[src/rtl/merge_n.sv]
// ---------------------------------------------------------------------------
// merge_n
//
// Parametrised N-way merge for the synchronous NoC datapath. Words from
// NUM_IN input channels are funnelled into a single output channel through
// a small FIFO. Every word carries the index of the input it came from.
//
// Two operating modes, fixed at elaboration time by MODE:
//   MODE = 0 (CONTROLLED) : a select token on the control channel names the
//                           input that delivers the next word.
//   MODE = 1 (ARBITRATED) : a round-robin arbiter picks among the valid
//                           inputs; the control channel is ignored.
//
// Ports:
//   clk         rising-edge clock
//   rst_n       asynchronous active-low reset
//   in_valid    per-input valid
//   in_ready    per-input ready
//   in_data     flattened input words, input i at [i*WIDTH +: WIDTH]
//   ctrl_valid  select token valid (CONTROLLED only)
//   ctrl_ready  select token accepted (always 0 when ARBITRATED)
//   ctrl_sel    requested input index
//   out_valid   FIFO not empty
//   out_ready   consumer accepts the head word
//   out_data    head word (0 while the FIFO is empty)
//   out_src     source index of the head word (0 while the FIFO is empty)
//   sel_err     one-cycle pulse after an out-of-range select was accepted
// ---------------------------------------------------------------------------
module merge_n #(
    parameter int NUM_IN = 3,
    parameter int WIDTH  = 11,
    parameter int SEL_W  = $clog2(NUM_IN),
    parameter int DEPTH  = 2,
    parameter int MODE   = 0
) (
    input  logic                    clk,
    input  logic                    rst_n,
    input  logic [NUM_IN-1:0]       in_valid,
    output logic [NUM_IN-1:0]       in_ready,
    input  logic [NUM_IN*WIDTH-1:0] in_data,
    input  logic                    ctrl_valid,
    output logic                    ctrl_ready,
    input  logic [SEL_W-1:0]        ctrl_sel,
    output logic                    out_valid,
    input  logic                    out_ready,
    output logic [WIDTH-1:0]        out_data,
    output logic [SEL_W-1:0]        out_src,
    output logic                    sel_err
);

    localparam int PTR_W = (DEPTH > 1) ? $clog2(DEPTH) : 1;
    localparam int SLOTS = 1 << PTR_W;
    localparam int CNT_W = $clog2(DEPTH + 1);
    localparam int SW1   = SEL_W + 1;

    localparam logic [SEL_W-1:0] LAST_SEL  = SEL_W'(NUM_IN - 1);
    localparam logic [SW1-1:0]   NUM_IN_C  = SW1'(NUM_IN);
    localparam logic [PTR_W-1:0] LAST_SLOT = PTR_W'(DEPTH - 1);
    localparam logic [CNT_W-1:0] DEPTH_C   = CNT_W'(DEPTH);

    typedef enum logic [0:0] {
        IDLE,
        WAIT_DATA
    } state_t;

    // Control FSM state
    state_t           state;
    logic [SEL_W-1:0] sel_q;
    logic             run_q;
    logic             sel_err_q;

    // Round-robin pointer
    logic [SEL_W-1:0] rr_ptr;

    // Output FIFO storage and bookkeeping
    logic [WIDTH-1:0] mem_data [SLOTS];
    logic [SEL_W-1:0] mem_src  [SLOTS];
    logic [PTR_W-1:0] wr_ptr;
    logic [PTR_W-1:0] rd_ptr;
    logic [CNT_W-1:0] count;

    // Datapath glue
    logic             push_ok;
    logic             push;
    logic             pop;
    logic             ctrl_hs;
    logic             sel_oor;
    logic [SEL_W-1:0] winner;
    logic             winner_found;
    logic [SW1-1:0]   scan_sum;
    logic [SEL_W-1:0] push_src;
    logic [WIDTH-1:0] push_data;

    // The FIFO accepts a new word only while it has a free slot. A pop in the
    // same cycle does not free a slot early, so a full FIFO never passes a
    // word straight through.
    assign push_ok   = (count < DEPTH_C);
    assign out_valid = (count != '0);
    assign pop       = out_valid && out_ready;

    // The head word is masked while empty so the output bus reads zero after
    // reset instead of whatever the uninitialised storage holds.
    assign out_data = out_valid ? mem_data[rd_ptr] : '0;
    assign out_src  = out_valid ? mem_src[rd_ptr]  : '0;

    // The control channel is only live in CONTROLLED mode, and only once the
    // block has seen its first clock edge out of reset. run_q keeps every
    // ready low while reset is held, whatever the inputs are doing.
    assign ctrl_ready = (MODE == 0) ? (run_q && (state == IDLE)) : 1'b0;
    assign ctrl_hs    = ctrl_valid && ctrl_ready;
    assign sel_oor    = ({1'b0, ctrl_sel} >= NUM_IN_C);
    assign sel_err    = sel_err_q;

    // Round-robin search: scan ptr, ptr+1, ... modulo NUM_IN and keep the
    // first valid input. The loop runs from the farthest candidate back to
    // the pointer so that the nearest valid input is the last one written,
    // which avoids needing an early exit.
    always_comb begin
        winner       = '0;
        winner_found = 1'b0;
        scan_sum     = '0;
        for (int k = NUM_IN - 1; k >= 0; k--) begin
            scan_sum = {1'b0, rr_ptr} + SW1'(k);
            if (scan_sum >= NUM_IN_C) begin
                scan_sum = scan_sum - NUM_IN_C;
            end
            if (in_valid[scan_sum[SEL_W-1:0]]) begin
                winner       = scan_sum[SEL_W-1:0];
                winner_found = 1'b1;
            end
        end
    end

    // Ready generation. In CONTROLLED mode only the latched input may be
    // offered a slot, so unselected producers are never consumed. In
    // ARBITRATED mode the grant is one-hot on the round-robin winner.
    // Either way nothing is offered while the FIFO is full.
    always_comb begin
        in_ready = '0;
        if (run_q && push_ok) begin
            if (MODE == 0) begin
                if (state == WAIT_DATA) begin
                    in_ready[sel_q] = 1'b1;
                end
            end else if (winner_found) begin
                in_ready[winner] = 1'b1;
            end
        end
    end

    // Pick the word being written into the FIFO this cycle. At most one
    // in_ready bit is ever high, so a push always comes from push_src.
    assign push_src = (MODE == 0) ? sel_q : winner;
    assign push     = |(in_valid & in_ready);

    always_comb begin
        push_data = '0;
        for (int i = 0; i < NUM_IN; i++) begin
            if (SEL_W'(i) == push_src) begin
                push_data = in_data[i*WIDTH +: WIDTH];
            end
        end
    end

    // Control FSM. IDLE waits for a select token; WAIT_DATA waits for the
    // selected input to hand over one word. An out-of-range select is clamped
    // to the last input and flagged with a one-cycle sel_err pulse. In
    // ARBITRATED mode ctrl_ready is tied low, so the FSM simply parks in IDLE.
    always_ff @(posedge clk or negedge rst_n) begin
        if (!rst_n) begin
            state     <= IDLE;
            sel_q     <= '0;
            run_q     <= 1'b0;
            sel_err_q <= 1'b0;
        end else begin
            run_q     <= 1'b1;
            sel_err_q <= ctrl_hs && sel_oor;
            case (state)
                IDLE: begin
                    if (ctrl_hs) begin
                        sel_q <= sel_oor ? LAST_SEL : ctrl_sel;
                        state <= WAIT_DATA;
                    end
                end
                WAIT_DATA: begin
                    if (push) begin
                        state <= IDLE;
                    end
                end
                default: begin
                    state <= IDLE;
                end
            endcase
        end
    end

    // Round-robin pointer: after every accepted word the input just served
    // drops to lowest priority. Idle cycles leave the pointer untouched.
    always_ff @(posedge clk or negedge rst_n) begin
        if (!rst_n) begin
            rr_ptr <= '0;
        end else if ((MODE != 0) && push) begin
            rr_ptr <= (winner == LAST_SEL) ? '0 : winner + 1'b1;
        end
    end

    // FIFO pointers and occupancy. Pointers wrap at DEPTH rather than at the
    // power-of-two storage size, so non-power-of-two depths work. A push and
    // pop in the same cycle leave the count where it was.
    always_ff @(posedge clk or negedge rst_n) begin
        if (!rst_n) begin
            wr_ptr <= '0;
            rd_ptr <= '0;
            count  <= '0;
        end else begin
            if (push) begin
                wr_ptr <= (wr_ptr == LAST_SLOT) ? '0 : wr_ptr + 1'b1;
            end
            if (pop) begin
                rd_ptr <= (rd_ptr == LAST_SLOT) ? '0 : rd_ptr + 1'b1;
            end
            case ({push, pop})
                2'b10:   count <= count + 1'b1;
                2'b01:   count <= count - 1'b1;
                default: count <= count;
            endcase
        end
    end

    // FIFO storage. It needs no reset: the count and the output masking make
    // stale entries invisible, which is how a reset discards queued words.
    always_ff @(posedge clk) begin
        if (push) begin
            mem_data[wr_ptr] <= push_data;
            mem_src[wr_ptr]  <= push_src;
        end
    end

endmodule

[config.mk]
export PLATFORM = sky130hd
export DESIGN_NAME = merge_n
export DESIGN_NICKNAME = d
export VERILOG_FILES = /design/src/rtl/merge_n.sv
export SDC_FILE = /design/constraint.sdc
export NUM_CORES = 1
export LEC_CHECK = 0
export ABC_AREA = 1
export BUFFER_PORTS_ARGS = -buffer_cell sky130_fd_sc_hd__buf_4
export CAP_MARGIN = 20
export CELL_PAD_IN_SITES_DETAIL_PLACEMENT = 0
export CELL_PAD_IN_SITES_GLOBAL_PLACEMENT = 1
export CORE_MARGIN = 4
export CORE_UTILIZATION = 34
export CTS_BUF_LIST = sky130_fd_sc_hd__clkbuf_8
export DETAILED_ROUTE_END_ITERATION = 10
export GPL_ROUTABILITY_DRIVEN = 0
export PLACE_DENSITY = 0.74
export SYNTH_ARGS = -nofsm -noshare
export SYNTH_HDL_FRONTEND = slang
export SYNTH_SLANG_ARGS = --single-unit
[constraint.sdc]
create_clock -name clk -period 1.67 [get_ports clk]
set_clock_uncertainty 0.1 [all_clocks]
set_input_delay 0.2505 -clock clk [delete_from_list [all_inputs] [get_ports clk]]
set_output_delay 0.2505 -clock clk [all_outputs]
set_load 0.005 [all_outputs]
==> results.md, run 1 <==
Status:
- The run finished with clean final reports.

Power and ir drop:
- The switching power total is 1520 uW.
- In this run the power density over the cells is 1570 nW/um^2.
- The leakage dissipation is 0.00116 uW.
- Of the total power, the share spent switching nets is 0.377.
- The power share of the combinational group is 0.519.
- The internal power component is 2510 uW.
- The share of total power dissipated in sequential elements is 0.339.
- VDD sags by at most 705 uV.
- The share of total power dissipated in the clock network is 0.142.
- Power comes to 4030 uW.

Setup path:
- The setup check on the worst reg-to-reg path leaves a slack of 2 ps.
- The worst register-to-register path ends at count[1].
- The type of the worst setup path is flop to flop.
- Of all nets on the critical path, the largest fanout is 3.
- The kind of start point of the critical path is a flop.
- STA puts the critical path data arrival time at 1740 ps.
- The required time of the worst setup path is 1740 ps.
- The logic depth of the worst register-to-register path is 10.
- In this run the critical register-to-register path is launched from count[1].
- The type of element capturing the critical path is a flop.

Die:
- The standard cell core area is 4720 sq um.
- For this design the top-level I/O count stands at 61.
- The die boundary width is 77.6 um.
- The initialized floorplan defines 25 standard-cell rows.
- The die footprint is 6020 sq um.
- The initial cell density of the core is 0.349.
- The vertical die dimension is 77.6 um.

Clock tree:
- The tree is rooted in a sky130_fd_sc_hd__clkbuf_8.
- The clock passes through at most 2 buffers.
- The count of clock tree sinks is 35.
- The clock slew seen by the registers of the worst setup and hold paths is 70 ps.
- TritonCTS built the clock tree.
- The clock buffer count from CTS is 5.
- The clock reaches the later pin of the worst-skew pair after 290 ps.
- The maximum level of the CTS H-tree is 2.

Drt:
- The first-iteration detailed-routing DRC count is 32.
- The number of vias in the routed layout is 1515.
- Dividing the detail-routed via count by the number of cells gives 4.52.
- For this run, design rule violations remaining after detail routing come to 0.
- The detail route stage leaves a number of antenna-violating nets equal to 0.
- The routed wire length is 4.36 mm.
- Dividing the detail-routed wire length by the instance count gives 13.0 um.
- The first TritonRoute pass finished after 4 iterations.

Global routing:
- The number of antenna violations at the first check in global routing is 0.
- The via count of the first global-routing pass is 1553.
- The maximum number of pins on one net before global-route repair is 15.
- The wire length of the first global-routing pass is 7.03 mm.
- The total grt overflow is 0.
- Across every metal layer, demand over resource in global routing totals 0.151.

Placement:
- The count of buffers added on input and output ports is 60.
- The detailed placement HPWL is 3.20 mm.
- The number of placed instances, taps included, is 313.
- OpenSTA, run right after detailed placement, puts the worst setup slack at -22.1 ps.

Synthesis:
- Synthesis produced a netlist with a net count of 216.
- The synthesis warning total is 0.
- The share of the Yosys chip area taken by registers is 0.610.
- A synthesized cell averages 9.53 sq um.
- Synthesis produced a netlist whose cell count is 173.
- The cell area that synthesis handed to floorplanning was 1650 sq um.
- The flip-flop and latch count after synthesis is 35.
- The post-synthesis cell type count is 20.

STA:
- The shortest clock period the worst path allows after layout is 1670 ps.
- Setup violations remaining at the end of the flow were counted as 0.
- The number of max-slew violations in the final report is 0.
- The sum of negative setup slack is 0 ps.
- The worst hold slack is 88.5 ps.
- The final hold violation count is 0.
- The share of the clock period used by the worst path is 0.999.
- Setup repair after global routing could not meet its margin everywhere.
- The achievable clock frequency is 600 MHz.
- Setup slack closes at 1.97 ps.

Layout:
- At the end of the flow, the number of nets in the layout was 310.
- The final standard cell count with taps included and fillers excluded is 335.
- The repair_antennas step left the layout with diodes totalling 0.
- The share of cells above drive strength 1 is 0.455.
- The area growth from synthesis to layout is 55.6%.

Worst hold path:
- The startpoint identified for the worst hold timing path is ctrl_sel[0].
- The sink of the worst hold path is sel_err.
- The tightest min-delay check is of the primary input to flop type.
- Along the worst hold path, the cell count comes to 3.

Flow run:
- Max-cap violations in this run came to 0.
==> Yosys cell counts <==
master	instances	share of area
sky130_fd_sc_hd__buf_2	6	0.018
sky130_fd_sc_hd__xnor2_1	1	0.0053
sky130_fd_sc_hd__nor3_1	1	0.0030
sky130_fd_sc_hd__o21ai_0	3	0.0091
sky130_fd_sc_hd__a21oi_1	14	0.043
sky130_fd_sc_hd__dfrtp_1	9	0.14
sky130_fd_sc_hd__inv_1	8	0.018
sky130_fd_sc_hd__nand3_1	33	0.10
sky130_fd_sc_hd__nor2_1	6	0.014
sky130_fd_sc_hd__conb_1	1	0.0023
sky130_fd_sc_hd__nand2_1	48	0.11
sky130_fd_sc_hd__nor2_2	2	0.0076
sky130_fd_sc_hd__edfxtp_1	26	0.47
sky130_fd_sc_hd__ha_1	1	0.0076
sky130_fd_sc_hd__xor2_1	2	0.011
sky130_fd_sc_hd__inv_2	4	0.0091
sky130_fd_sc_hd__nand3_2	2	0.012
sky130_fd_sc_hd__clkbuf_1	2	0.0046
sky130_fd_sc_hd__nand4_1	3	0.011
sky130_fd_sc_hd__nand3b_1	1	0.0046
==> sequential cells by signal (all words and copies together), names as in the netlist <==
| name | count |
|---|---|
| count | 2 |
| state | 1 |
| push_src | 2 |
| mem_src | 4 |
| run_q | 1 |
| wr_ptr | 1 |
| sel_err | 1 |
| mem_data | 22 |
| rd_ptr | 1 |
==> cell type report <==
class | count | area, sq um
Clock inverter | 3 | 16.3
Tap cell | 67 | 83.8
Fill cell | 432 | 2160
Multi-Input combinational cell | 118 | 612
Inverter | 12 | 48.8
Timing Repair inverter | 1 | 5.00
Clock buffer | 5 | 68.8
Timing Repair Buffer | 94 | 719
Sequential cell | 35 | 1010
==> critical path, cell delays in order (launching register included) <==
cell                      delay (ps)
sky130_fd_sc_hd__dfrtp_1         410
sky130_fd_sc_hd__inv_2            90
sky130_fd_sc_hd__nand3_4          90
sky130_fd_sc_hd__nor2_4          140
sky130_fd_sc_hd__nand2_2          70
sky130_fd_sc_hd__nand3_2          80
sky130_fd_sc_hd__inv_2            50
sky130_fd_sc_hd__ha_4            210
sky130_fd_sc_hd__a21oi_1         100
sky130_fd_sc_hd__o21ai_1          80
sky130_fd_sc_hd__xor2_1          140
==> power groups by stage <==
stage	Sequential (uW)	Clock [uW]	Combinational, uW
6_report	1370	571	2090
5_1_grt	1390	622	2330
4_1_cts	1350	583	2030
3_5_place_dp	1360	0	1880
3_3_place_gp	1350	0	1850
2_1_floorplan	1350	0	966
==> placed cells by master, fill, tap and decap left out, types with 2 or more instances in the layout <==
master / n
sky130_fd_sc_hd__inv_2: 7
sky130_fd_sc_hd__xor2_1: 2
sky130_fd_sc_hd__dfrtp_2: 3
sky130_fd_sc_hd__nand3_1: 33
sky130_fd_sc_hd__inv_1: 5
sky130_fd_sc_hd__nand2_2: 2
sky130_fd_sc_hd__clkbuf_8: 5
sky130_fd_sc_hd__a21oi_1: 13
sky130_fd_sc_hd__o21ai_0: 2
sky130_fd_sc_hd__clkinvlp_4: 2
sky130_fd_sc_hd__nand4_1: 3
sky130_fd_sc_hd__nand2_1: 46
sky130_fd_sc_hd__buf_6: 3
sky130_fd_sc_hd__nor2_4: 2
sky130_fd_sc_hd__nor2_1: 5
sky130_fd_sc_hd__dfrtp_1: 6
sky130_fd_sc_hd__edfxtp_1: 26
sky130_fd_sc_hd__buf_4: 90
==> worst max-delay path by stage <==
stage                              to      from
after global placement       count[1]  count[1]
after CTS                 out_data[5]  count[0]
final                        count[1]  count[1]
after detailed placement     count[1]  count[1]
after floorplan              count[1]  count[1]
after global routing         count[1]  count[1]
==> metal layers <==
| metal | share of wire | track usage | up-vias |
|---|---|---|---|
| met5 | 0 | 0 | - |
| li1 | - | - | 778 |
| met3 | 0.048 | 0.0406 | 8 |
| met4 | 0.014 | 0.0641 | 0 |
| met1 | 0.41 | 0.171 | 691 |
| met2 | 0.53 | 0.266 | 38 |
==> logic make-up after synthesis <==
| kind of cell | count (synthesis) | synth area share |
|---|---|---|
| flops | 35 | 0.610 |
| other cells | 1 | 0.00228 |
| buf+inv | 20 | 0.0501 |
| fa+ha+maj | 1 | 0.00759 |
| simple gates | 96 | 0.262 |
| compound gates | 17 | 0.0516 |
| xor+xnor | 3 | 0.0159 |
==> what timing repair did <==
item	4_1_cts	5_1_grt
hold endpoints to repair	9	0
endpoints found under the setup margin	15	64
hold buffers	1	0
buffers inserted	9	4
gates cloned	0	1
resized for setup	8	10
pin swaps	3	7
==> metrics by stage <==
stage | utilization | area [sq um]
after floorplan | - | 1660
after global placement | 0.490 | 2310
after detailed placement | 0.490 | 2310
after CTS | 0.531 | 2510
after global routing | 0.543 | 2560
final | 0.543 | 2560
Power figures use the tool's default switching activity.
==> run 2, diff against run 1 <==
- PLACE_DENSITY: 0.74 -> not set
- PLACE_DENSITY_LB_ADDON: not set -> 0.1
==> results.md, run 2 (synthesis results as in run 1) <==
Status:
- The run finished, with violations left.
- The final reports fail on setup timing.

Global routing:
- The maximum number of pins on one net before global-route repair was 15 (unchanged).
- The wire length of the first global-routing pass is 6.75 mm (-4.0%).
- The overall track demand over capacity in global routing is 0.145 (-0.00669).
- The total grt overflow is 0 (unchanged).
- The number of antenna violations at the first check in global routing is 0 (unchanged).
- The via count of the first global-routing pass is 1477 (-4.9%).

Drt:
- The number of vias in the routed layout is 1469 (-3.0%).
- The post-detailed-route wirelength per cell is 13.0 um (about the same).
- The first-iteration detailed-routing DRC count came to 61 (+91%).
- The total iterations of the first detailed-routing run is 5 (+1).
- The remaining antenna violation count came to 0 (unchanged).
- The number of remaining DRC errors came to 0 (unchanged).
- The routed wire length is 4.18 mm (-4.2%).
- The number of vias per cell is 4.58 (+1.2%).

Die:
- The standard cell core area came to 4720 sq um (unchanged).
- The initial cell density of the core is 0.349 (unchanged).
- The site row count is 25 (unchanged).
- The vertical die dimension is 77.6 um (unchanged).
- The die footprint is 6020 sq um (unchanged).
- The die boundary width came to 77.6 um (unchanged).
- The number of top-level pins was 61 (unchanged).

Setup path:
- The largest individual stage delay along the critical path comes from the cell sky130_fd_sc_hd__dfrtp_2.
- The type of element capturing the critical path is a flop.
- The most repeated library cell on the critical path is sky130_fd_sc_hd__inv_2.
- The kind of start point of the critical path is a flop.
- The top fanout value on the critical path is 5 (+2).
- The reg-to-reg setup timing slack came to -30 ps (-30 ps).
- The delay of the slowest cell on the worst path is 440 ps (+30 ps).
- The critical register-to-register path startpoint is push_src[0].
- The launching instance or port of the critical path is push_src[0].
- Walking the worst path, the cells encountered are inv_2, nand2_1, nor2_2, nand2_2, nand3_2, inv_2, ha_4, a21oi_2, o21ai_1, xor2_1.
- The signal arrival time at the worst endpoint is 1760 ps (+20 ps).
- The required time of the worst setup path is 1730 ps (about the same).
- The type of the worst setup path is flop to flop.

Clock tree:
- The clock latency at the later pin of the worst-skew pair is 280 ps (about the same).
- The clock slew seen by the registers of the worst setup and hold paths came to 70 ps (about the same).
- The clock tree from TritonCTS is yes.
- The maximum level of the CTS H-tree is 2 (unchanged).
- The clock buffer count from CTS came to 5 (unchanged).
- The worst-case clock buffer depth is 2 (unchanged).
- The clock root buffer is sky130_fd_sc_hd__clkbuf_8.
- The count of clock tree sinks is 35 (unchanged).

Layout:
- The final standard cell count with taps included and fillers excluded is 321 (-4.2%).
- From synthesis to final layout, the design area changed by 50.4%.
- The most common library cell in the layout ignoring fill and taps is sky130_fd_sc_hd__buf_4.
- In the final layout, the registers with the most flip-flops are mem_data: 22 flops, mem_src: 4 flops.
- The flip-flop count of the largest register after layout is 22 (unchanged).
- The final cell area excluding filler cells is 2480 sq um (-3.3%).
- The layout filler cell count is 451 (+4.4%).
- The antenna diode count came to 0 (unchanged).
- The net total in the final layout is 296 (-4.5%).
- The top cell types in the final layout, fill and taps aside, are sky130_fd_sc_hd__buf_4 (75), sky130_fd_sc_hd__nand2_1 (46), sky130_fd_sc_hd__nand3_1 (33).
- The share of cells above drive strength 1 is 0.413 (-0.0418).
- The register with the highest flop count is mem_data.

STA:
- The worst hold slack is 97.7 ps (+9.18 ps).
- Setup repair after global routing could not meet its margin everywhere.
- The count of endpoints failing setup in the final report is 1 (+1).
- The achievable clock frequency was 588 MHz (-1.8%).
- The final hold violation count came to 0 (unchanged).
- The share of the clock period used by the worst path is 1.02 (+0.0187).
- The shortest clock period the worst path allows after layout is 1700 ps (+31.2 ps).
- The slack of the critical path is -29.2 ps (-31.2 ps).
- The number of max-slew violations in the final report is 0 (unchanged).

Power and ir drop:
- The leakage dissipation is 0.00109 uW (-5.5%).
- The ratio of total power to cell area was 1570 nW/um^2 (+0.12%).
- The maximum ir drop on the vdd rail is 675 uV (-4.3%).

Worst hold path:
- The path class of the lowest-slack min-delay path is primary input to flop.
- In this run the most critical hold path is launched from ctrl_sel[1].

Flow run:
- The max-capacitance violation count was 0 (unchanged).

Placement:
- The setup slack after placement was -84.4 ps (-62.3 ps).
- The total cell area at the placement stage was 2320 sq um (+0.11%).
- The detailed placement HPWL is 3.24 mm (+1.1%).
- The total instance count after detailed placement is 310 (-0.96%).
- The number of port buffers is 60 (unchanged).
[run 2: cell count changes in the layout (fill, tap and decap cells not counted), moves of 2 or more]
cell	before	now
sky130_fd_sc_hd__clkinv_1	0	2
sky130_fd_sc_hd__buf_6	3	1
sky130_fd_sc_hd__buf_12	0	2
sky130_fd_sc_hd__buf_4	90	75
[run 2: area by class of cell]
class	count	area (sq um)	area share
tap	67	83.8	0.0338
clock buffer	5	68.8	0.0278
timing repair inverter	1	7.51	0.00303
multi-input combinational	118	607	0.245
sequential	35	1010	0.407
clock inverter	3	15.0	0.00606
inverter	12	48.8	0.0197
timing repair buffer	80	639	0.258
[run 2: repair_timing]
item,4_1_cts,5_1_grt
buffers inserted,0,1
resized for setup,2,14
hold buffers,1,0
endpoints found under the setup margin,15,42
pin swaps,1,3
hold endpoints to repair,9,0
gates cloned,0,1
[run 2: final timing paths]
path	end	cells after the start
worst min-delay path	push_src[1]	3
max in group asynchronous	push_src[0]	2
worst max register to register	count[1]	10
worst min register to register	count[0]	1
worst max-delay path	count[1]	10
min in group asynchronous	sel_err	2
[run 2: metal layers]
layer  part of all wire  vias up  track usage
li1                   -      749            -
met1               0.44      666        0.174
met2               0.48       48        0.238
met3              0.061        6       0.0487
met4              0.017        0       0.0552
met5                  0        -            0
[run 2: power by group]
part	internal [uW]	switching, uW
Clock	282	271
Combinational	894	1070
Sequential	1240	139
[run 2: stage by stage]
stage / setup TNS (ps) / power [uW] / util
5_1_grt: -689 / 4220 / 0.525
2_1_floorplan: 0 / 2320 / -
4_1_cts: -76.2 / 3810 / 0.512
3_3_place_gp: -7.98 / 3170 / 0.491
6_report: -29.2 / 3900 / 0.525
3_5_place_dp: -84.4 / 3230 / 0.491
[run 2: worst max-delay path: cells and delay by family, from the launching register on]
kind	cells	cell delay [ps]
DFF	1	440
and+or+nand+nor	4	390
adders and majority gates	1	220
AOI/OAI and AO/OA	2	170
xor gates and xnor gates	1	140
buffers and inverters	2	130
